**config.mk**
```make
export PLATFORM = sky130hd
export DESIGN_NAME = vector_feeder
export DESIGN_NICKNAME = d
export VERILOG_FILES = /design/src/rtl/vector_feeder.sv
export SDC_FILE = /design/constraint.sdc
export NUM_CORES = 1
export LEC_CHECK = 0
export CAP_MARGIN = 10
export CORE_UTILIZATION = 29
export DETAILED_ROUTE_END_ITERATION = 10
export PLACE_DENSITY = 0.47
export SLEW_MARGIN = 20
export SYNTH_ARGS = -nofsm -noshare
export SYNTH_HDL_FRONTEND = slang
export SYNTH_SLANG_ARGS = --single-unit
```
**constraint.sdc**
```tcl
create_clock -name clk -period 3.4 [get_ports clk]
set_input_delay 0.34 -clock clk [delete_from_list [all_inputs] [get_ports clk]]
set_output_delay 0.34 -clock clk [all_outputs]
set_load 0.005 [all_outputs]
```
**src/rtl/vector_feeder.sv**
```systemverilog
// vector_feeder: FIFO-buffered operand feeder for the systolic skew delay lines.
// Each tile streams TILE_ROWS vectors, inserting zero bubbles when the FIFO
// is starved. It then drives FLUSH_CYCLES zero vectors and pulses tile_done.
// Optional bubble counter: define VECTOR_FEEDER_STALL_COUNT_EN.
//
// state  | meaning
// IDLE   | waiting for the first row of a tile
// STREAM | popping rows; a zero bubble is driven when the FIFO is empty
// FLUSH  | zero vectors that drain the skew chain, no pops
// DONE   | end of tile; tile_done shows on the following cycle
module vector_feeder #(
  parameter int DATA_SIZE    = 16,
  parameter int SIZE         = 4,
  parameter int DEPTH        = 4,
  parameter int TILE_ROWS    = 8,
  parameter int FLUSH_CYCLES = 4
) (
  input  logic                      clk,
  input  logic                      rst_n,
  input  logic [DATA_SIZE*SIZE-1:0] bus_in_i,
  input  logic                      in_valid_i,
  output logic                      in_ready_o,
  output logic [DATA_SIZE*SIZE-1:0] bus_out_o,
  output logic                      out_valid_o,
  output logic                      tile_done_o,
  output logic                      busy_o,
  output logic [15:0]               stall_count_o
);
  localparam int W  = DATA_SIZE * SIZE;
  localparam int PW = (DEPTH > 1) ? $clog2(DEPTH) : 1;
  localparam int CW = $clog2(DEPTH) + 1;
  localparam int RW = (TILE_ROWS > 1) ? $clog2(TILE_ROWS + 1) : 1;
  localparam int FW = (FLUSH_CYCLES > 1) ? $clog2(FLUSH_CYCLES) : 1;
  localparam logic [CW-1:0] DEPTH_C    = CW'(DEPTH);
  localparam logic [RW-1:0] LAST_ROW   = RW'(TILE_ROWS - 1);
  localparam logic [FW-1:0] FLUSH_LOAD = FW'(FLUSH_CYCLES - 1);

  typedef enum logic [1:0] {S_IDLE, S_STREAM, S_FLUSH, S_DONE} state_t;

  state_t         state_q;
  logic [RW-1:0]  row_cnt_q;
  logic [FW-1:0]  flush_cnt_q;
  logic [W-1:0]   bus_out_q;
  logic           out_valid_q;
  logic           tile_done_q;

  logic [W-1:0]   mem_q [DEPTH];
  logic [PW-1:0]  wr_ptr_q, rd_ptr_q;
  logic [CW-1:0]  count_q, count_d;
  logic           push, pop, fifo_empty;

  // ready only looks at the registered occupancy, never at a same-cycle pop
  assign in_ready_o = (count_q < DEPTH_C);
  assign fifo_empty = (count_q == '0);
  assign push       = in_valid_i && in_ready_o;
  assign pop        = ((state_q == S_IDLE) || (state_q == S_STREAM)) && !fifo_empty;

  // occupancy next-state: simultaneous push and pop cancel out
  always_comb begin
    count_d = count_q;
    if (push && !pop)      count_d = count_q + CW'(1);
    else if (!push && pop) count_d = count_q - CW'(1);
  end

  // FIFO storage; contents are don't-care until pointed at by a valid count
  always_ff @(posedge clk) begin
    if (push) mem_q[wr_ptr_q] <= bus_in_i;
  end

  // FIFO pointers and occupancy
  always_ff @(posedge clk or negedge rst_n) begin
    if (!rst_n) begin
      wr_ptr_q <= '0;
      rd_ptr_q <= '0;
      count_q  <= '0;
    end else begin
      if (push) wr_ptr_q <= wr_ptr_q + PW'(1);
      if (pop)  rd_ptr_q <= rd_ptr_q + PW'(1);
      count_q <= count_d;
    end
  end

  // tile sequencer with registered bus outputs; zero is the default drive
  always_ff @(posedge clk or negedge rst_n) begin
    if (!rst_n) begin
      state_q     <= S_IDLE;
      row_cnt_q   <= '0;
      flush_cnt_q <= '0;
      bus_out_q   <= '0;
      out_valid_q <= 1'b0;
      tile_done_q <= 1'b0;
    end else begin
      bus_out_q   <= '0;
      out_valid_q <= 1'b0;
      tile_done_q <= 1'b0;
      case (state_q)
        S_IDLE: begin
          if (!fifo_empty) begin
            bus_out_q   <= mem_q[rd_ptr_q];
            out_valid_q <= 1'b1;
            row_cnt_q   <= RW'(1);
            if (TILE_ROWS == 1) begin
              state_q     <= S_FLUSH;
              flush_cnt_q <= FLUSH_LOAD;
            end else begin
              state_q <= S_STREAM;
            end
          end
        end
        S_STREAM: begin
          if (!fifo_empty) begin
            bus_out_q   <= mem_q[rd_ptr_q];
            out_valid_q <= 1'b1;
            row_cnt_q   <= row_cnt_q + RW'(1);
            if (row_cnt_q == LAST_ROW) begin
              state_q     <= S_FLUSH;
              flush_cnt_q <= FLUSH_LOAD;
            end
          end
        end
        S_FLUSH: begin
          if (flush_cnt_q == '0) state_q <= S_DONE;
          else                   flush_cnt_q <= flush_cnt_q - FW'(1);
        end
        S_DONE: begin
          tile_done_q <= 1'b1;
          row_cnt_q   <= '0;
          state_q     <= S_IDLE;
        end
        default: state_q <= S_IDLE;
      endcase
    end
  end

  assign bus_out_o   = bus_out_q;
  assign out_valid_o = out_valid_q;
  assign tile_done_o = tile_done_q;
  assign busy_o      = (state_q != S_IDLE);

`ifdef VECTOR_FEEDER_STALL_COUNT_EN
  logic [15:0] stall_q;

  // saturating count of STREAM cycles that had to drive a bubble
  always_ff @(posedge clk or negedge rst_n) begin
    if (!rst_n) begin
      stall_q <= '0;
    end else if ((state_q == S_STREAM) && fifo_empty && (stall_q != 16'hFFFF)) begin
      stall_q <= stall_q + 16'd1;
    end
  end

  assign stall_count_o = stall_q;
`else
  assign stall_count_o = '0;
`endif

endmodule

```
== After elaboration in Yosys (flattened, before gate mapping) ==
Memories as Yosys holds them, arrays and structs flattened.
Cells that the tools add are included.

* Bits in registers: 81
* Bits in writable memories: 256
* Input bits: 67
* Word-level logic and storage cells: 66
* Memories kept: 1

{| class="wikitable"
|+ Memories
! name !! depth !! bits a word !! rd ports !! clocked after Yosys merged registers in !! wr ports !! line !! source
|-
| mem_q || 4 || 64 || 1 || 0 || 1 || 47 || <nowiki>logic [W-1:0] mem_q [DEPTH];</nowiki>
|}

* Add/sub/neg operators: 6
* Order comparisons: 1
* Equal/unequal tests: 9
* Mux-type cells: 21
* Reductions and logical operators: 19

{| class="wikitable"
|+ Operators by type and width
! operator !! count
|-
| $mux 64 || 2
|-
| $mux 2 || 7
|-
| $pmux 4 s3 || 1
|-
| $mux 4 || 2
|-
| $ne 2x2->1 const B || 4
|-
| $pmux 2 s4 || 1
|-
| $reduce_and 4->1 || 2
|-
| $mux 3 || 2
|-
| $reduce_bool 2->1 || 3
|-
| $mux 1 || 5
|-
| $add 2x1->2 const B || 2
|-
| $add 4x1->4 const B || 1
|-
| $eq 2x2->1 const B || 2
|-
| $eq 4x3->1 const B || 1
|-
| $logic_and 1x1->1 || 4
|-
| $logic_not 2->1 || 2
|-
| $pmux 2 s2 || 1
|-
| $add 3x1->3 const B || 1
|-
| $logic_not 1->1 || 3
|-
| $logic_not 3->1 || 1
|-
| $lt 3x3->1 const B || 1
|-
| $reduce_and 3->1 || 1
|-
| $reduce_bool 3->1 || 1
|-
| $sub 3x1->3 const B || 1
|-
| 5 further kinds || 5
|}

== Logic depth before layout (Yosys ltp) ==
Gate-level depths: netlist of run 1.

* Word-level depth: 6
* Mapped depth: 10
* Gate-level depth less buffers: 9

== Worst setup path after synthesis of run 1 ==
Ideal clock, no wire load.

* Kind: flip-flop to flip-flop
* From: reg count_q[2]
* To: mem mem_q[0][0] (netlist name) (enable)
* Library setup time: 429 ps
* Arrival: 2247 ps
* Data required time: 2971 ps
* Setup slack: 724 ps
* Stages on the path, launching flop included: 4
* Buffers on the path: 1
* Clock period less this slack: 2676 ps
* Path through: dfrtp_1 > nor2b_1 > clkbuf_1 > and2_1

* Word-level cells in the longest chain between the ends: 4

{| class="wikitable"
|+ Ends and longest elaborated chain
! item !! line !! source
|-
| from (decl) || 49 || <nowiki>logic [CW-1:0] count_q, count_d;</nowiki>
|-
| from (signal assigned) || 79 || <nowiki>count_q <= count_d;</nowiki>
|-
| $lt 3x3->1 || 53 || <nowiki>assign in_ready_o = (count_q < DEPTH_C);</nowiki>
|-
| $logic_and 1x1->1 || 55 || <nowiki>assign push = in_valid_i && in_ready_o;</nowiki>
|-
| named net push || 50 || <nowiki>logic push, pop, fifo_empty;</nowiki>
|-
| $mux 1 || 67 || <nowiki>if (push) mem_q[wr_ptr_q] <= bus_in_i;</nowiki>
|-
| $mux 1 (not written as such) || 67 ||
|-
| to (decl) || 47 ||
|}

The timed path passes the listed nets, and every way through them passes these cells.

== Final worst setup path of run 1 ==
* From: reg state_q[0]
* To: out busy_o

* Word-level cells in the longest chain between the ends: 1

{| class="wikitable"
|+ Ends and longest elaborated chain
! item !! line !! source
|-
| from (decl) || 40 || <nowiki>state_t state_q;</nowiki>
|-
| from (signal assigned) || 86 || <nowiki>state_q <= S_IDLE;</nowiki>
|-
| from (signal assigned) || 103 || <nowiki>state_q <= S_FLUSH;</nowiki>
|-
| from (signal assigned) || 106 || <nowiki>state_q <= S_STREAM;</nowiki>
|-
| $reduce_bool 2->1 || 138 || <nowiki>assign busy_o = (state_q != S_IDLE);</nowiki>
|-
| to (decl) || 26 || <nowiki>output logic busy_o,</nowiki>
|}

Every way passes these cells.

==> impl_metrics.toml, run 1 <==
[timing]
clock-skew-final_ns = 0.0190
period_needed_ns = 2.26
timing.final.crit_share = 0.665
grt_setup_unrepaired = "no"
finalMaxSlewViolations = 0
slew_headroom = 0.312
worst_case_setup_margin_in_the_final_layout_ns = 1.14
hold_viol_final = 0
final_count_of_negative_setup_slack_endpoints = 0
fmax_ghz = 0.443
finalSetupTns_ns = 0
tightestPinTransition_ns = 1.03

[clock_tree]
cts_tree = "built"
max_h_tree_level = 2
ctsLongestPathBuffers = 3
clkSinkCount = 337
path_clk_slew_ns = 0.06
cts_inserted_buffers = 37
clk_latency_ns = 0.54
clock_tree.root_cell = "sky130_fd_sc_hd__clkbuf_16"

[final_layout]
insertedDiodeCount = 0
design.final.nets = 819
syn_to_final_growth_pct = 25.7
layout_commonest_cell = "sky130_fd_sc_hd__edfxtp_1"
final_cell_area_mm2 = 0.0156
layout.cells.most_common_list = "sky130_fd_sc_hd__edfxtp_1 (256), sky130_fd_sc_hd__clkdlybuf4s50_1 (133), sky130_fd_sc_hd__dfrtp_1 (79)"
nFillCells = 3836
drive_gt1_frac = 0.195

[route]
detail_route.wl_per_cell_um = 19.8
num_vias = 5675
route.final.wire_length_um = 25800
route.detailed.drc = 0
detail-route-antenna-nets = 0
drt_iter0_drc = 360
detail_route.vias_per_cell = 4.34
drt_pre_antenna_iters = 4

[floorplan]
start_util = 0.294
die_height_um = 209
pin_count = 151
coreArea_mm2 = 0.0420
floorplan.rows = 75
die_w_um = 209
fp.dieArea_mm2 = 0.0435

[global_routing]
first_pass_grt_wire_length_um = 39700
grt_max_degree = 66
first_global_vias = 6253
grt.overflow.total = 0
grt.total_usage = 0.122
antenna_found_initial = 6

[outcome]
status = "completed"

[synthesis]
synthTopCellsByArea = "sky130_fd_sc_hd__edfxtp_1 (62%), sky130_fd_sc_hd__dfrtp_1 (16%), sky130_fd_sc_hd__mux4_2 (12%), sky130_fd_sc_hd__and2_1 (3.4%), sky130_fd_sc_hd__ha_1 (1.1%)"
yosysUniqueCellTypes = 36
synthDominantCellAreaShare = 0.621
seq_area_frac_synth = 0.785
synth_seq_cells = 337
syn_avg_cell_area_um2 = 21.5
synth_warnings = 0
syn-instance-count = 577
post_synth_instance_area_mm2 = 0.0124
synth.largest_area_cell = "sky130_fd_sc_hd__edfxtp_1"

[placed_design]
dpl-instance-area_mm2 = 0.0144
post-place-ws_ns = 0.813
gp_routability_congestion = 0.688
hpwl_dp_um = 15900
io_buffers = 134

[power]
max-vdd-ir-drop_mv = 0.330
cellPowerDensity_mw_per_mm2 = 836
power.leakage_nw = 5.44
total_power_mw = 13.0

[setup_path]
setup.worst_path.end_class = "primary output"
critPathLaunchType = "register"
worst_ep_required_time_ns = 3.06
path_max_fanout = 5
r2r_slack_ns = 1.15
type_of_the_setup_path_with_the_least_slack = "reg -> out"
most_common_cell_on_crit_path = "sky130_fd_sc_hd__inv_1"
critical-path-max-stage-delay_ns = 0.49
cp_arrival_ns = 1.92
timing.critical_path.cells = "inv_1, ha_1, inv_1, clkdlybuf4s50_1"
critical_path.slowest_cell = "sky130_fd_sc_hd__clkdlybuf4s50_1"

[min_path]
worstHoldPathType = "in -> reg"

[job]
cap_viol_max_count = 0
critical path, delay by kind of cell (launching register included):
family | cells | cell delay (ns)
adder cells (fa/ha/maj) | 1 | 0.28
flip-flops | 1 | 0.46
buffers and inverters | 3 | 0.66
what timing repair did:
| action | CTS | global route |
|---|---|---|
| resized for setup | 0 | 0 |
| endpoints found under the hold margin | 53 | 0 |
| hold buffers | 1 | 0 |
| buffers inserted | 0 | 0 |
routing by layer:
layer	share of wire	global-route usage	vias up
met2	0.45	0.185	159
li1	-	-	2516
met3	0.068	0.0379	52
met4	0.020	0.0352	12
met5	0.0032	0	-
met1	0.46	0.169	2936
cell usage after synthesis (all sizes together):
master / number
nor2: 4
nand2: 9
o32a: 1
ha: 11
mux2i: 2
nand3: 3
edfxtp: 256
xnor2: 5
dfrtp: 81
and3b: 1
inv: 12
nor2b: 1
fa: 1
o22ai: 1
or4: 1
xor2: 1
o21ai: 5
o221ai: 1
a22oi: 1
and2: 68
nand3b: 1
clkbuf: 8
buf: 31
mux2: 3
nor4b: 1
or3: 2
mux4: 64
conb: 1
a21oi: 1
worst paths after layout:
check                                       startpoint                      end  cells after the start
min in group asynchronous                        rst_n  bus_out_o[40]$_DFF_PN0_                      2
worst max register to register  state_q[1]$_DFFE_PN0P_   count_q[2]$_DFFE_PN0P_                      9
worst min register to register  count_q[0]$_DFFE_PN0P_   count_q[0]$_DFFE_PN0P_                      1
max in group asynchronous                        rst_n   bus_out_o[2]$_DFF_PN0_                      3
worst min-delay path                      bus_in_i[53]   mem_q[2][53]$_DFFE_PP_                      1
worst max-delay path            state_q[0]$_DFFE_PN0P_                   busy_o                      4
power by group:
| group | internal (mW) | switching (mW) | total (mW) |
|---|---|---|---|
| Clock | 2.28 | 1.62 | 3.90 |
| Combinational | 1.86 | 1.41 | 3.28 |
| Sequential | 5.28 | 0.551 | 5.83 |
| Total | 9.42 | 3.59 | 13.0 |
area by class of cell:
| cell class | instances | area, um2 | share of cell area |
|---|---|---|---|
| repair buffers | 148 | 1510 | 0.0970 |
| flip-flops and latches | 337 | 9720 | 0.625 |
| inverters | 12 | 45.0 | 0.00289 |
| multi-input cells | 204 | 2410 | 0.155 |
| clock buffers | 50 | 1010 | 0.0652 |
| clock inverters | 18 | 181 | 0.0117 |
| well taps | 539 | 674 | 0.0433 |
cells by family (layout without fill, tap and decap cells):
logic type                 count (synthesis)  in the layout  share of synthesized area
other                                      1             16                   0.000303
DFF                                      337            337                      0.785
buffers and inverters                     51            228                     0.0257
muxes                                     69             69                      0.122
xor gates and xnor gates                   6              6                    0.00424
adders and majority gates                 12             12                     0.0127
AOI/OAI and AO/OA                         10             10                    0.00647
and+or+nand+nor                           91             91                     0.0441
registers in the layout (all words and copies together) (netlist names):
register,cells
out_valid_o,1
bus_out_o,64
state_q,2
wr_ptr_q,2
tile_done_o,1
rd_ptr_q,2
count_q,3
flush_cnt_q,2
row_cnt_q,4
mem_q,256
through the flow:
step           utilization  instances  hold slack, ns
6_report             0.370       1308           0.437
5_1_grt              0.370       1308           0.428
2_1_floorplan            -        592          0.0444
3_5_place_dp         0.341       1239           0.520
4_1_cts              0.370       1308           0.407
3_3_place_gp         0.341       1239           0.491
No activity file was read; power rests on OpenSTA's default activity.
==> run 2: changes to the inputs <==
PLACE_DENSITY = 0.49   (was 0.47)
clock period = 1.8 ns   (was 3.4 ns; I/O delays follow)
==> impl_metrics.toml, run 2 (synthesis results as in run 1) <==
[final_layout]
nFillCells = 3820
layout_commonest_cell = "sky130_fd_sc_hd__edfxtp_1"
layout.cells.most_common_list = "sky130_fd_sc_hd__edfxtp_1 (256), sky130_fd_sc_hd__clkdlybuf4s50_1 (131), sky130_fd_sc_hd__dfrtp_1 (79)"
drive_gt1_frac = 0.252
multi_input_gate_area_in_the_final_layout_mm2 = 0.00247
syn_to_final_growth_pct = 30.5
design.final.nets = 857
sequential_cell_area_mm2 = 0.00972
largest_register_ff_count = 256
fin_cells = 1348
regMostFlops = "mem_q"

[route]
route.final.wire_length_um = 25700
route.detailed.drc = 0
drt_iter0_drc = 299
num_vias = 5795
detail_route.vias_per_cell = 4.30
detail_route.wl_per_cell_um = 19.1
drt_pre_antenna_iters = 4
detail-route-antenna-nets = 0

[clock_tree]
clk_latency_ns = 0.56
cts_inserted_buffers = 38
max_h_tree_level = 2
ctsLongestPathBuffers = 3
cts_tree = "built"
clock_tree.root_cell = "sky130_fd_sc_hd__clkbuf_16"
path_clk_slew_ns = 0.06
clkSinkCount = 337

[placed_design]
gp_routability_congestion = 0.668
hpwl_dp_um = 16000
io_buffers = 134
place_inst = 1270

[timing]
period_needed_ns = 1.83
grt_setup_unrepaired = "yes"
timing.final.crit_share = 1.02
fmax_ghz = 0.545
hold_viol_final = 0
worst_case_setup_margin_in_the_final_layout_ns = -0.0340
clock-skew-final_ns = 0.0261
final_count_of_negative_setup_slack_endpoints = 2
finalMaxSlewViolations = 0
finalSetupTns_ns = -0.0648

[floorplan]
floorplan.rows = 75
die_w_um = 209
die_height_um = 209
start_util = 0.294
pin_count = 151
coreArea_mm2 = 0.0420
fp.dieArea_mm2 = 0.0435

[outcome]
status = "complete, but fails checks"
violations = "negative setup slack"

[global_routing]
grt.overflow.total = 0
antenna_found_initial = 1
first_global_vias = 6261
grt.total_usage = 0.119
grt_max_degree = 46
first_pass_grt_wire_length_um = 38600

[setup_path]
cp_arrival_ns = 2.31
setup.worst_path.end_class = "register"
critPathLaunchType = "register"
worst_ep_required_time_ns = 2.28
type_of_the_setup_path_with_the_least_slack = "reg -> reg"
path_max_fanout = 2
reg2reg_depth = 8

[power]
cellPowerDensity_mw_per_mm2 = 1610
power.leakage_nw = 5.72
max-vdd-ir-drop_mv = 0.749

[min_path]
worstHoldPathType = "in -> async"

[job]
cap_viol_max_count = 0
run 2: changes by cell type in the layout (fill, tap and decap cells not counted), moves of 4 or more:
cell                       delta
sky130_fd_sc_hd__buf_4       +21
sky130_fd_sc_hd__buf_12      +11
sky130_fd_sc_hd__clkbuf_1     -7
sky130_fd_sc_hd__inv_1        -4
run 2: path summary, 6_finish.rpt:
kind                            slack, ns                     start                       end
worst max-delay path                -0.03    count_q[0]$_DFFE_PN0P_    count_q[2]$_DFFE_PN0P_
worst min-delay path                 0.16                     rst_n   bus_out_o[40]$_DFF_PN0_
worst max register to register      -0.03    count_q[0]$_DFFE_PN0P_    count_q[2]$_DFFE_PN0P_
worst min register to register       0.52  row_cnt_q[3]$_DFFE_PN0P_  row_cnt_q[3]$_DFFE_PN0P_
max in group asynchronous            0.99                     rst_n   bus_out_o[53]$_DFF_PN0_
min in group clk                     0.26              bus_in_i[58]    mem_q[3][58]$_DFFE_PP_
run 2: power breakdown:
group | internal (mW) | switching (mW)
registers | 9.97 | 0.512
logic | 4.34 | 3.47
clock network | 4.40 | 3.25
total | 18.7 | 7.23
run 2: cell type report:
| cell class | count | share of cell area |
|---|---|---|
| inverters | 12 | 0.00310 |
| clock buffers | 43 | 0.0619 |
| flip-flops and latches | 337 | 0.602 |
| well taps | 539 | 0.0418 |
| clock inverters | 27 | 0.0167 |
| multi-input cells | 204 | 0.153 |
| diodes | 1 | 0.000155 |
| repair buffers | 185 | 0.122 |
run 2: worst max-delay path, cell delays in order, from the launching register on:
cell,delay [ns]
sky130_fd_sc_hd__dfrtp_1,0.37
sky130_fd_sc_hd__or3_4,0.41
sky130_fd_sc_hd__o21ai_4,0.08
sky130_fd_sc_hd__ha_4,0.15
sky130_fd_sc_hd__inv_2,0.03
sky130_fd_sc_hd__fa_2,0.32
sky130_fd_sc_hd__xor2_1,0.14
sky130_fd_sc_hd__nor2_1,0.12
sky130_fd_sc_hd__xnor2_1,0.12
run 2: layer usage:
layer,wire [um],part of all wire,GRT usage,up-vias
met2,12100,0.47,0.189,146
met4,418,0.016,0.0337,2
met5,9,0.00035,0,-
met1,11800,0.46,0.159,3007
met3,1360,0.053,0.0352,36
li1,-,-,-,2604
run 2: per-stage QoR:
step | instance area, um2 | hold WS [ns] | utilization | power (mW) | setup WS, ns
global route | 16100 | 0.167 | 0.384 | 27.4 | -0.128
floorplan | 12500 | -0.116 | - | 14.8 | -0.188
global placement | 14700 | 0.00878 | 0.350 | 18.2 | -0.126
finish | 16200 | 0.162 | 0.384 | 25.9 | -0.0340
CTS | 16100 | 0.157 | 0.382 | 26.1 | -0.0538
detailed placement | 14700 | 0.00936 | 0.350 | 18.2 | -0.112
run 2: timing repair:
item | 4_1_cts | 5_1_grt
hold buffers | 2 | 0
setup endpoints to repair | 4 | 7
cloned | 0 | 2
hold endpoints to repair | 81 | 0
pin swaps | 3 | 5
setup buffers | 2 | 1
resized for setup | 7 | 10
